[src/rtl/fifo_wr_arbiter_pkg.sv]
// fifo_wr_arbiter_pkg: shared defaults and word type for the FIFO write arbiter
package fifo_wr_arbiter_pkg;
  localparam int NUM_REQ_DEF = 4;
  localparam int FIFO_WIDTH_DEF = 16;
  localparam int IDX_W = $clog2(NUM_REQ_DEF);
  typedef logic [FIFO_WIDTH_DEF-1:0] fifo_word_t;
endpackage

[src/rtl/fifo_wr_arbiter_if.sv]
// fifo_wr_arbiter_if: producer-side and FIFO-side signals of the write arbiter
interface fifo_wr_arbiter_if import fifo_wr_arbiter_pkg::*; #(
  parameter int NUM_REQ = NUM_REQ_DEF,
  parameter int FIFO_WIDTH = FIFO_WIDTH_DEF
);
  localparam int IW = $clog2(NUM_REQ);
  logic [NUM_REQ-1:0] req;
  logic [NUM_REQ-1:0][FIFO_WIDTH-1:0] req_data;
  logic [NUM_REQ-1:0] gnt;
  logic fifo_full;
  logic fifo_almostfull;
  logic fifo_wr_en;
  logic [FIFO_WIDTH-1:0] fifo_data_in;
  logic [IW-1:0] last_gnt;
  modport slave (input req, req_data, fifo_full, fifo_almostfull, output gnt, fifo_wr_en, fifo_data_in, last_gnt);
  modport master (output req, req_data, fifo_full, fifo_almostfull, input gnt, fifo_wr_en, fifo_data_in, last_gnt);
endinterface

[src/rtl/fifo_wr_arbiter_rr_arbiter.sv]
// rr_arbiter: combinational rotating-priority search starting just after last_gnt
module rr_arbiter #(
  parameter int NUM_REQ = 4
) (
  input  logic [NUM_REQ-1:0]         req,
  input  logic [$clog2(NUM_REQ)-1:0] last_gnt,
  input  logic                       enable,
  output logic [NUM_REQ-1:0]         gnt,
  output logic [$clog2(NUM_REQ)-1:0] idx
);
  localparam int IW = $clog2(NUM_REQ);
  logic [IW-1:0] cand;
  always_comb begin
    gnt = '0;
    idx = last_gnt;
    cand = '0;
    for (int i = 1; i <= NUM_REQ; i++) begin
      cand = IW'((int'(last_gnt) + i) % NUM_REQ);
      if (enable && gnt == '0 && req[cand]) begin
        gnt[cand] = 1'b1;
        idx = cand;
      end
    end
  end
endmodule

[src/rtl/fifo_wr_arbiter.sv]
// fifo_wr_arbiter: round-robin sharing of one FIFO write port with overflow protection
module fifo_wr_arbiter import fifo_wr_arbiter_pkg::*; #(
  parameter int NUM_REQ = NUM_REQ_DEF,
  parameter int FIFO_WIDTH = FIFO_WIDTH_DEF
) (
  input logic clk,
  input logic rst,
  fifo_wr_arbiter_if.slave bus
);
  localparam int IW = $clog2(NUM_REQ);
  logic can_grant;
  logic [NUM_REQ-1:0] gnt;
  logic [IW-1:0] win;
  logic wr_en_d, wr_en_q;
  logic [FIFO_WIDTH-1:0] data_d, data_q;
  logic [IW-1:0] last_gnt_d, last_gnt_q;
  // FIFO flags lag our registered write by a cycle, so almostfull plus an in-flight write means full
  assign can_grant = !rst && !bus.fifo_full && !(wr_en_q && bus.fifo_almostfull);
  rr_arbiter #(.NUM_REQ(NUM_REQ)) u_rr (
    .req(bus.req),
    .last_gnt(last_gnt_q),
    .enable(can_grant),
    .gnt(gnt),
    .idx(win)
  );
  always_comb begin
    wr_en_d = |gnt;
    data_d = wr_en_d ? bus.req_data[win] : data_q;
    last_gnt_d = wr_en_d ? win : last_gnt_q;
  end
  always_ff @(posedge clk) begin
    if (rst) begin
      wr_en_q <= 1'b0;
      data_q <= '0;
      last_gnt_q <= IW'(NUM_REQ - 1);
    end else begin
      wr_en_q <= wr_en_d;
      data_q <= data_d;
      last_gnt_q <= last_gnt_d;
    end
  end
  assign bus.gnt = gnt;
  assign bus.fifo_wr_en = wr_en_q;
  assign bus.fifo_data_in = data_q;
  assign bus.last_gnt = last_gnt_q;
endmodule

[src/flat_wrapper.sv]
// flat-port wrapper written by rule: the top's interface ports become plain ports
module fifo_wr_arbiter_flat import fifo_wr_arbiter_pkg::*;
#(
  parameter int NUM_REQ = NUM_REQ_DEF,
  parameter int FIFO_WIDTH = FIFO_WIDTH_DEF
)
  (clk, rst, bus_req, bus_req_data, bus_fifo_full, bus_fifo_almostfull, bus_gnt, bus_fifo_wr_en, bus_fifo_data_in, bus_last_gnt);
  fifo_wr_arbiter_if #(.NUM_REQ(NUM_REQ), .FIFO_WIDTH(FIFO_WIDTH)) bus_i ();
  input logic clk;
  input logic rst;
  input wire logic [$bits(bus_i.req)-1:0] bus_req;
  input wire logic [$bits(bus_i.req_data)-1:0] bus_req_data;
  input wire logic [$bits(bus_i.fifo_full)-1:0] bus_fifo_full;
  input wire logic [$bits(bus_i.fifo_almostfull)-1:0] bus_fifo_almostfull;
  output wire logic [$bits(bus_i.gnt)-1:0] bus_gnt;
  output wire logic [$bits(bus_i.fifo_wr_en)-1:0] bus_fifo_wr_en;
  output wire logic [$bits(bus_i.fifo_data_in)-1:0] bus_fifo_data_in;
  output wire logic [$bits(bus_i.last_gnt)-1:0] bus_last_gnt;
  assign bus_i.req = bus_req;
  assign bus_i.req_data = bus_req_data;
  assign bus_i.fifo_full = bus_fifo_full;
  assign bus_i.fifo_almostfull = bus_fifo_almostfull;
  assign bus_gnt = bus_i.gnt;
  assign bus_fifo_wr_en = bus_i.fifo_wr_en;
  assign bus_fifo_data_in = bus_i.fifo_data_in;
  assign bus_last_gnt = bus_i.last_gnt;
  fifo_wr_arbiter #(.NUM_REQ(NUM_REQ), .FIFO_WIDTH(FIFO_WIDTH)) u_core (.clk(clk), .rst(rst), .bus(bus_i));
endmodule
[config.mk]
export PLATFORM = sky130hd
export DESIGN_NAME = fifo_wr_arbiter_flat
export DESIGN_NICKNAME = d
export VERILOG_FILES = /design/src/rtl/fifo_wr_arbiter_pkg.sv /design/src/rtl/fifo_wr_arbiter_if.sv /design/src/rtl/fifo_wr_arbiter_rr_arbiter.sv /design/src/rtl/fifo_wr_arbiter.sv /design/src/flat_wrapper.sv
export SDC_FILE = /design/constraint.sdc
export NUM_CORES = 1
export LEC_CHECK = 0
export ABC_AREA = 1
export CAP_MARGIN = 0
export CORE_ASPECT_RATIO = 2
export CORE_MARGIN = 2
export CORE_UTILIZATION = 64
export CTS_BUF_LIST = sky130_fd_sc_hd__clkbuf_8
export DETAILED_ROUTE_END_ITERATION = 7
export DONT_BUFFER_PORTS = 1
export PLACE_DENSITY = 0.8
export SETUP_SLACK_MARGIN = 0.15
export SYNTH_ARGS = -nofsm -noshare
export SYNTH_HDL_FRONTEND = slang
export SYNTH_SLANG_ARGS = --single-unit
[constraint.sdc]
create_clock -name clk -period 5.6 [get_ports clk]
set_clock_uncertainty 0.2 [all_clocks]
set_input_delay 0.84 -clock clk [delete_from_list [all_inputs] [get_ports clk]]
set_output_delay 0.84 -clock clk [all_outputs]
set_load 0.1 [all_outputs]
After elaboration in Yosys (flattened, before gate mapping) --
Cells that the tools add are included.
Storage, ports and cells: flip-flop bits (word level) 19, input bits 72, output and inout bits 23, word-level logic and storage cells 66
Operators by class: $add $sub $neg 4, $lt $le $gt $ge 9, multiplexer cells 26, bitwise gates (word level) 3, reduce and logical (&&, ||, !) cells 21
Operators with widths (number):
- $bmux 16 s2 | 1
- $mux 16 | 1
- $mux 4 | 4
- $lt 2x3->1 const B | 5
- $logic_and 1x1->1 | 14
- $logic_not 4->1 | 3
- $or 4x4->4 | 3
- $bmux 1 s2 | 4
- $demux 1 s2 | 4
- $ge 2x1->1 const B | 4
- $mux 1 | 8
- $mux 2 | 4
- $add 2x1->2 const B | 2
- $add 2x2->2 const B | 2
- $reduce_or 4->1 | 1
- $logic_not 1->1 | 3

Longest topological paths before layout --
depth after elaboration 20, mapped depth 22, depth with buffers taken out 20

Modules after synthesis --
Synthesis repeated with hierarchy kept, for this count alone.
Unflattened totals: cells, all modules 344, area, all modules 2045.7 um2
Modules (own cells, without submodules):
- fifo_wr_arbiter | times used 1, cells each 249, area each 1411.4 um2, sequential area each 380.4 um2
- rr_arbiter | times used 1, cells each 95, area each 634.4 um2, sequential area each 0.0 um2

Worst setup path after synthesis --
OpenSTA, ideal clock, no wires.
path type reg2out, start point register u_core.last_gnt_q[1], in the netlist u_core.bus.last_gnt[1], end point output port bus_gnt[2], data arrival time 3.679 ns, required time 4.560 ns, slack 0.881 ns, cell stages (with the launch flop) 16, path buffers 0, cell sequence dfxtp_1 > inv_2 > ha_1 > inv_1 > nand3_4 > nand3_2 > nor2_2 > nor2_4 > nand3_1 > nand2_2 > nor2_4 > nand4_1 > nand2_1 > nor2_4 > nand4_1 > nand2_1
On the way: longest elaborated chain between the ends 18
Ends and longest elaborated chain:
- start: declaration | line fifo_wr_arbiter.sv:16 | logic [IW-1:0] last_gnt_d, last_gnt_q;
- start signal: assignment | line fifo_wr_arbiter.sv:35 | last_gnt_q <= IW'(NUM_REQ - 1);
- start signal: assignment | line fifo_wr_arbiter.sv:39 | last_gnt_q <= last_gnt_d;
- $add 2x1->2 | line fifo_wr_arbiter_rr_arbiter.sv:18 | cand = IW'((int'(last_gnt) + i) % NUM_REQ);
- $lt 2x3->1 (not written as such) or $ge 2x1->1 (tied branches) | line fifo_wr_arbiter_rr_arbiter.sv:20 | gnt[cand] = 1'b1;
- $logic_and 1x1->1 (not written as such) | line fifo_wr_arbiter_rr_arbiter.sv:20
- $mux 1 (not written as such) | line fifo_wr_arbiter_rr_arbiter.sv:20
- $demux 1 s2 | line fifo_wr_arbiter_rr_arbiter.sv:20
- $mux 4 | line fifo_wr_arbiter_rr_arbiter.sv:19 | if (enable && gnt == '0 && req[cand]) begin
- $logic_not 4->1 | line fifo_wr_arbiter_rr_arbiter.sv:19
- $logic_and 1x1->1 (2 in series) | line fifo_wr_arbiter_rr_arbiter.sv:19
- $mux 4 | line fifo_wr_arbiter_rr_arbiter.sv:19
- $logic_not 4->1 | line fifo_wr_arbiter_rr_arbiter.sv:19
- $logic_and 1x1->1 (2 in series) | line fifo_wr_arbiter_rr_arbiter.sv:19
- $mux 4 | line fifo_wr_arbiter_rr_arbiter.sv:19
- $logic_not 4->1 | line fifo_wr_arbiter_rr_arbiter.sv:19
- $logic_and 1x1->1 (2 in series) | line fifo_wr_arbiter_rr_arbiter.sv:19
- $mux 4 (*) | line fifo_wr_arbiter_rr_arbiter.sv:19
- end: declaration | line flat_wrapper.sv:15 | output wire logic [$bits(bus_i.gnt)-1:0] bus_gnt;
Mark *: on every way between the ends. The rest lies on a longest branch, timed or not. The select of a mux whose other input is x is not followed.

Final worst setup path --
start point register u_core.last_gnt_q[0], in the netlist u_core.bus.last_gnt[0], end point output port bus_gnt[2]
The elaborated chain is that of the path after synthesis.

==> flow_metrics.tcl <==
set metrics [dict create \
    grtUsageTotal_pct 26.66 \
    first_global_vias 1967 \
    first_pass_iters 6 \
    leakage_nw 1.043 \
    cpPeakStageDelay_ns 0.89 \
    ir_drop_v 0.0005154 \
    combPwrFrac_pct 63.6 \
    vias 2087 \
    critPathArrivalTime_ns 3.43 \
    worst_pin_slew_ns 1.010 \
    drtIter0Drc 37 \
    grt_pass1_wl_um 8155 \
    syn-cell-area_sq_um 2203 \
    clock.fmax_ghz 0.2235 \
    syn_nets 404 \
    initial_utilization_pct 65.96 \
    portBuffers 0 \
    ctsResizeCount 0 \
    yosysWarnings 0 \
    min_period_ns 4.475 \
    coreArea_sq_um 3341 \
    gp_congestion 0.8599 \
    min_path_type "register to register" \
    cts_setup_buffers 0 \
    clock_latency_ns 0.26 \
    p_seq_share_pct 30.8 \
    cp.required_ns 4.56 \
    grtUsageMet3_pct 3.734 \
    layout-drive-gt1-share_pct 22.50 \
    io_pins 95 \
    area_growth_pct 0.6248 \
    reg2reg_setup_slack_ns 1.22 \
    hp-start "u_core.bus.last_gnt[1]" \
    placementRows 30 \
    drt-total-wl_um 5041 \
    final_area_sq_um 2217 \
    slowest_stage "dfxtp_2" \
    die_h_um 86.98 \
    fin_crit_sh_pct 79.90 \
    setup_viol 0 \
    finalNetCount 401 \
    dp_hpwl_um 4198 \
    tns_ns 0 \
    cts_tree "done" \
    hold_buffers 0 \
    rsz0062_at_grt "false" \
    htreeDepth 1 \
    cts_buffers 3 \
    grtUsageMet1_pct 25.48 \
    dieArea_sq_um 3957 \
    whs_path_depth 3 \
    vias_per_cell 5.929 \
    cts.clk_slew.worst_paths_ns 0.07 \
    ys_types 30 \
    ys_seq_area_share_pct 17.26 \
    globalRoute.totalOverflow 0 \
    p_sw_mw 1.130 \
    hold_viol_final 0 \
    cp_max_fo 14 \
    reg2reg_depth 21 \
    crit_cells 16 \
    synth-seq-cells 19 \
    synth_area_per_cell_sq_um 6.801 \
    crit_path_start "u_core.bus.last_gnt[0]" \
    p_total_mw 1.693 \
    internal_power_mw 0.5629 \
    status "completed" \
    crit_buf_inv 4 \
    switching_share_pct 66.75 \
    grtUsageMet2_pct 51.60 \
    critPathMostFrequentCell "nand2_1" \
    wl_per_cell_um 14.32 \
    cts_sinks 19 \
    antenna_cells 0 \
    slew_violations 0 \
    busiest_layer "met2" \
    final_antenna_net_count 0 \
    syn-instance-count 324 \
    min_to "u_core.bus.last_gnt[1]" \
    cp_top_family "simple AND/OR/NAND/NOR gates" \
    power_density_nw_per_um2 763.7 \
    cts-root-buf "clkbuf_8" \
    cts.path.max_buffers 2 \
    regToRegEndpoint "u_core.bus.last_gnt[0]" \
    grt_max_degree 21 \
    max-slew-margin-rel_pct 32.59 \
    crit_type "register to output port" \
    die_w_um 45.49 \
    layout_common_cells "nand2_1 (89), nand3_1 (89), inv_1 (29)" \
    path_cells "inv_8 > ha_1 > inv_1 > nand3_4 > nand3_2 > nor2_2 > nor2_4 > nand3_1 > nand2_1 > inv_2 > nand4_1 > nand2_1 > nor2_4 > nand4_1 > nand2_1 > buf_4" \
    max_cap_viol_count 0 \
    antenna_found_initial 0 \
    post-route-util_pct 66.37 \
    cp-start-kind "register" \
    drcViolationCount 0 \
    r2r-start "u_core.bus.last_gnt[0]" \
    placed_area_sq_um 2171 \
    pwr-share-clk_pct 5.6 \
    endpoint_kind "output port" \
]
## routing by layer
layer	up-vias	routed length (um)
met5	-	0
met4	0	125
met3	11	234
met2	69	2950
met1	942	1731
li1	1065	-
## how the worst max path moves through the flow
| stage | end | slack (ns) |
|---|---|---|
| floorplan | bus_gnt[2] | 0.88 |
| global placement | u_core.bus.last_gnt[0] | 1.34 |
| detailed placement | u_core.bus.last_gnt[1] | 1.21 |
| CTS | bus_gnt[2] | 1.13 |
| global route | u_core.bus.last_gnt[0] | 0.83 |
| finish | bus_gnt[2] | 1.13 |
## power by group through the flow
stage               clock network [mW]  logic, mW  registers (mW)
global placement                     0       1.06           0.523
global route                     0.104       1.20           0.528
CTS                             0.0963       1.08           0.522
floorplan                            0      0.968           0.549
finish                          0.0952       1.08           0.521
detailed placement                   0       1.08           0.524
## metrics by stage
| step | hold slack [ns] | setup slack [ns] | std cells |
|---|---|---|---|
| final | 0.6019 | 1.125 | 352 |
| after detailed placement | 0.5966 | 1.209 | 348 |
| after floorplan | 0.7835 | 0.8814 | 324 |
| after global placement | 0.5877 | 1.344 | 348 |
| after global routing | 0.6471 | 0.8275 | 352 |
| after CTS | 0.6090 | 1.132 | 352 |
## area by class of cell
| class | instances | area (sq um) |
|---|---|---|
| flip-flops and latches | 19 | 381.6 |
| multi-input cells | 255 | 1562 |
| clock buffers | 3 | 41.29 |
| fillers | 310 | 1124 |
| repair buffers | 6 | 45.04 |
| well taps | 32 | 40.04 |
| inverters | 36 | 142.6 |
| clock inverters | 1 | 5.005 |
## synth_stat cells
master     n  share of area (%)
buf_2      2               0.45
clkbuf_1   1               0.17
nand3_4    3                2.4
nand3_1   89                 20
inv_1     29                4.9
nand2_2    8                2.3
ha_1       8                4.5
a21oi_1    1               0.23
a21oi_2   16                6.4
dfxtp_1   19                 17
inv_8      1               0.51
xor2_2     1               0.74
nand4_1    6                1.7
o21ai_0    2               0.45
nor2_2     1               0.28
a31oi_4    1               0.97
buf_6      6                3.1
o211ai_1   3                1.0
nor2_8     1               0.91
nand3_2    4                1.8
nor2_4     7                3.6
nand2_1   89                 15
nor2_1     2               0.34
inv_2      5               0.85
buf_4      5                1.7
o31ai_4    1               0.97
clkinv_1   1               0.17
nand4_2    2                1.1
o21ai_4    3                2.2
nand2_4    7                3.6
## cell families (layout without fill, tap and decap cells)
logic type	after synthesis	after routing	synth area share, %
xor+xnor	1	1	0.7384
compound gates	27	27	12.21
simple gates	219	219	53.38
flops	19	19	17.26
buf+inv	50	46	11.87
fa+ha+maj	8	8	4.543
## tightest hold or removal path, delay by kind of cell, from the launching register on
kind / cells / cell delay (ns)
buffers and inverters: 1 / 0.26
DFF: 1 / 0.32
and+or+nand+nor: 2 / 0.17
## state kept, by name, summed over array words and instances, names as in the netlist
register and count:
u_core.bus.fifo_data_in 16, u_core.bus.last_gnt 2, u_core.bus.fifo_wr_en 1
(Power assumes the default switching activity.)
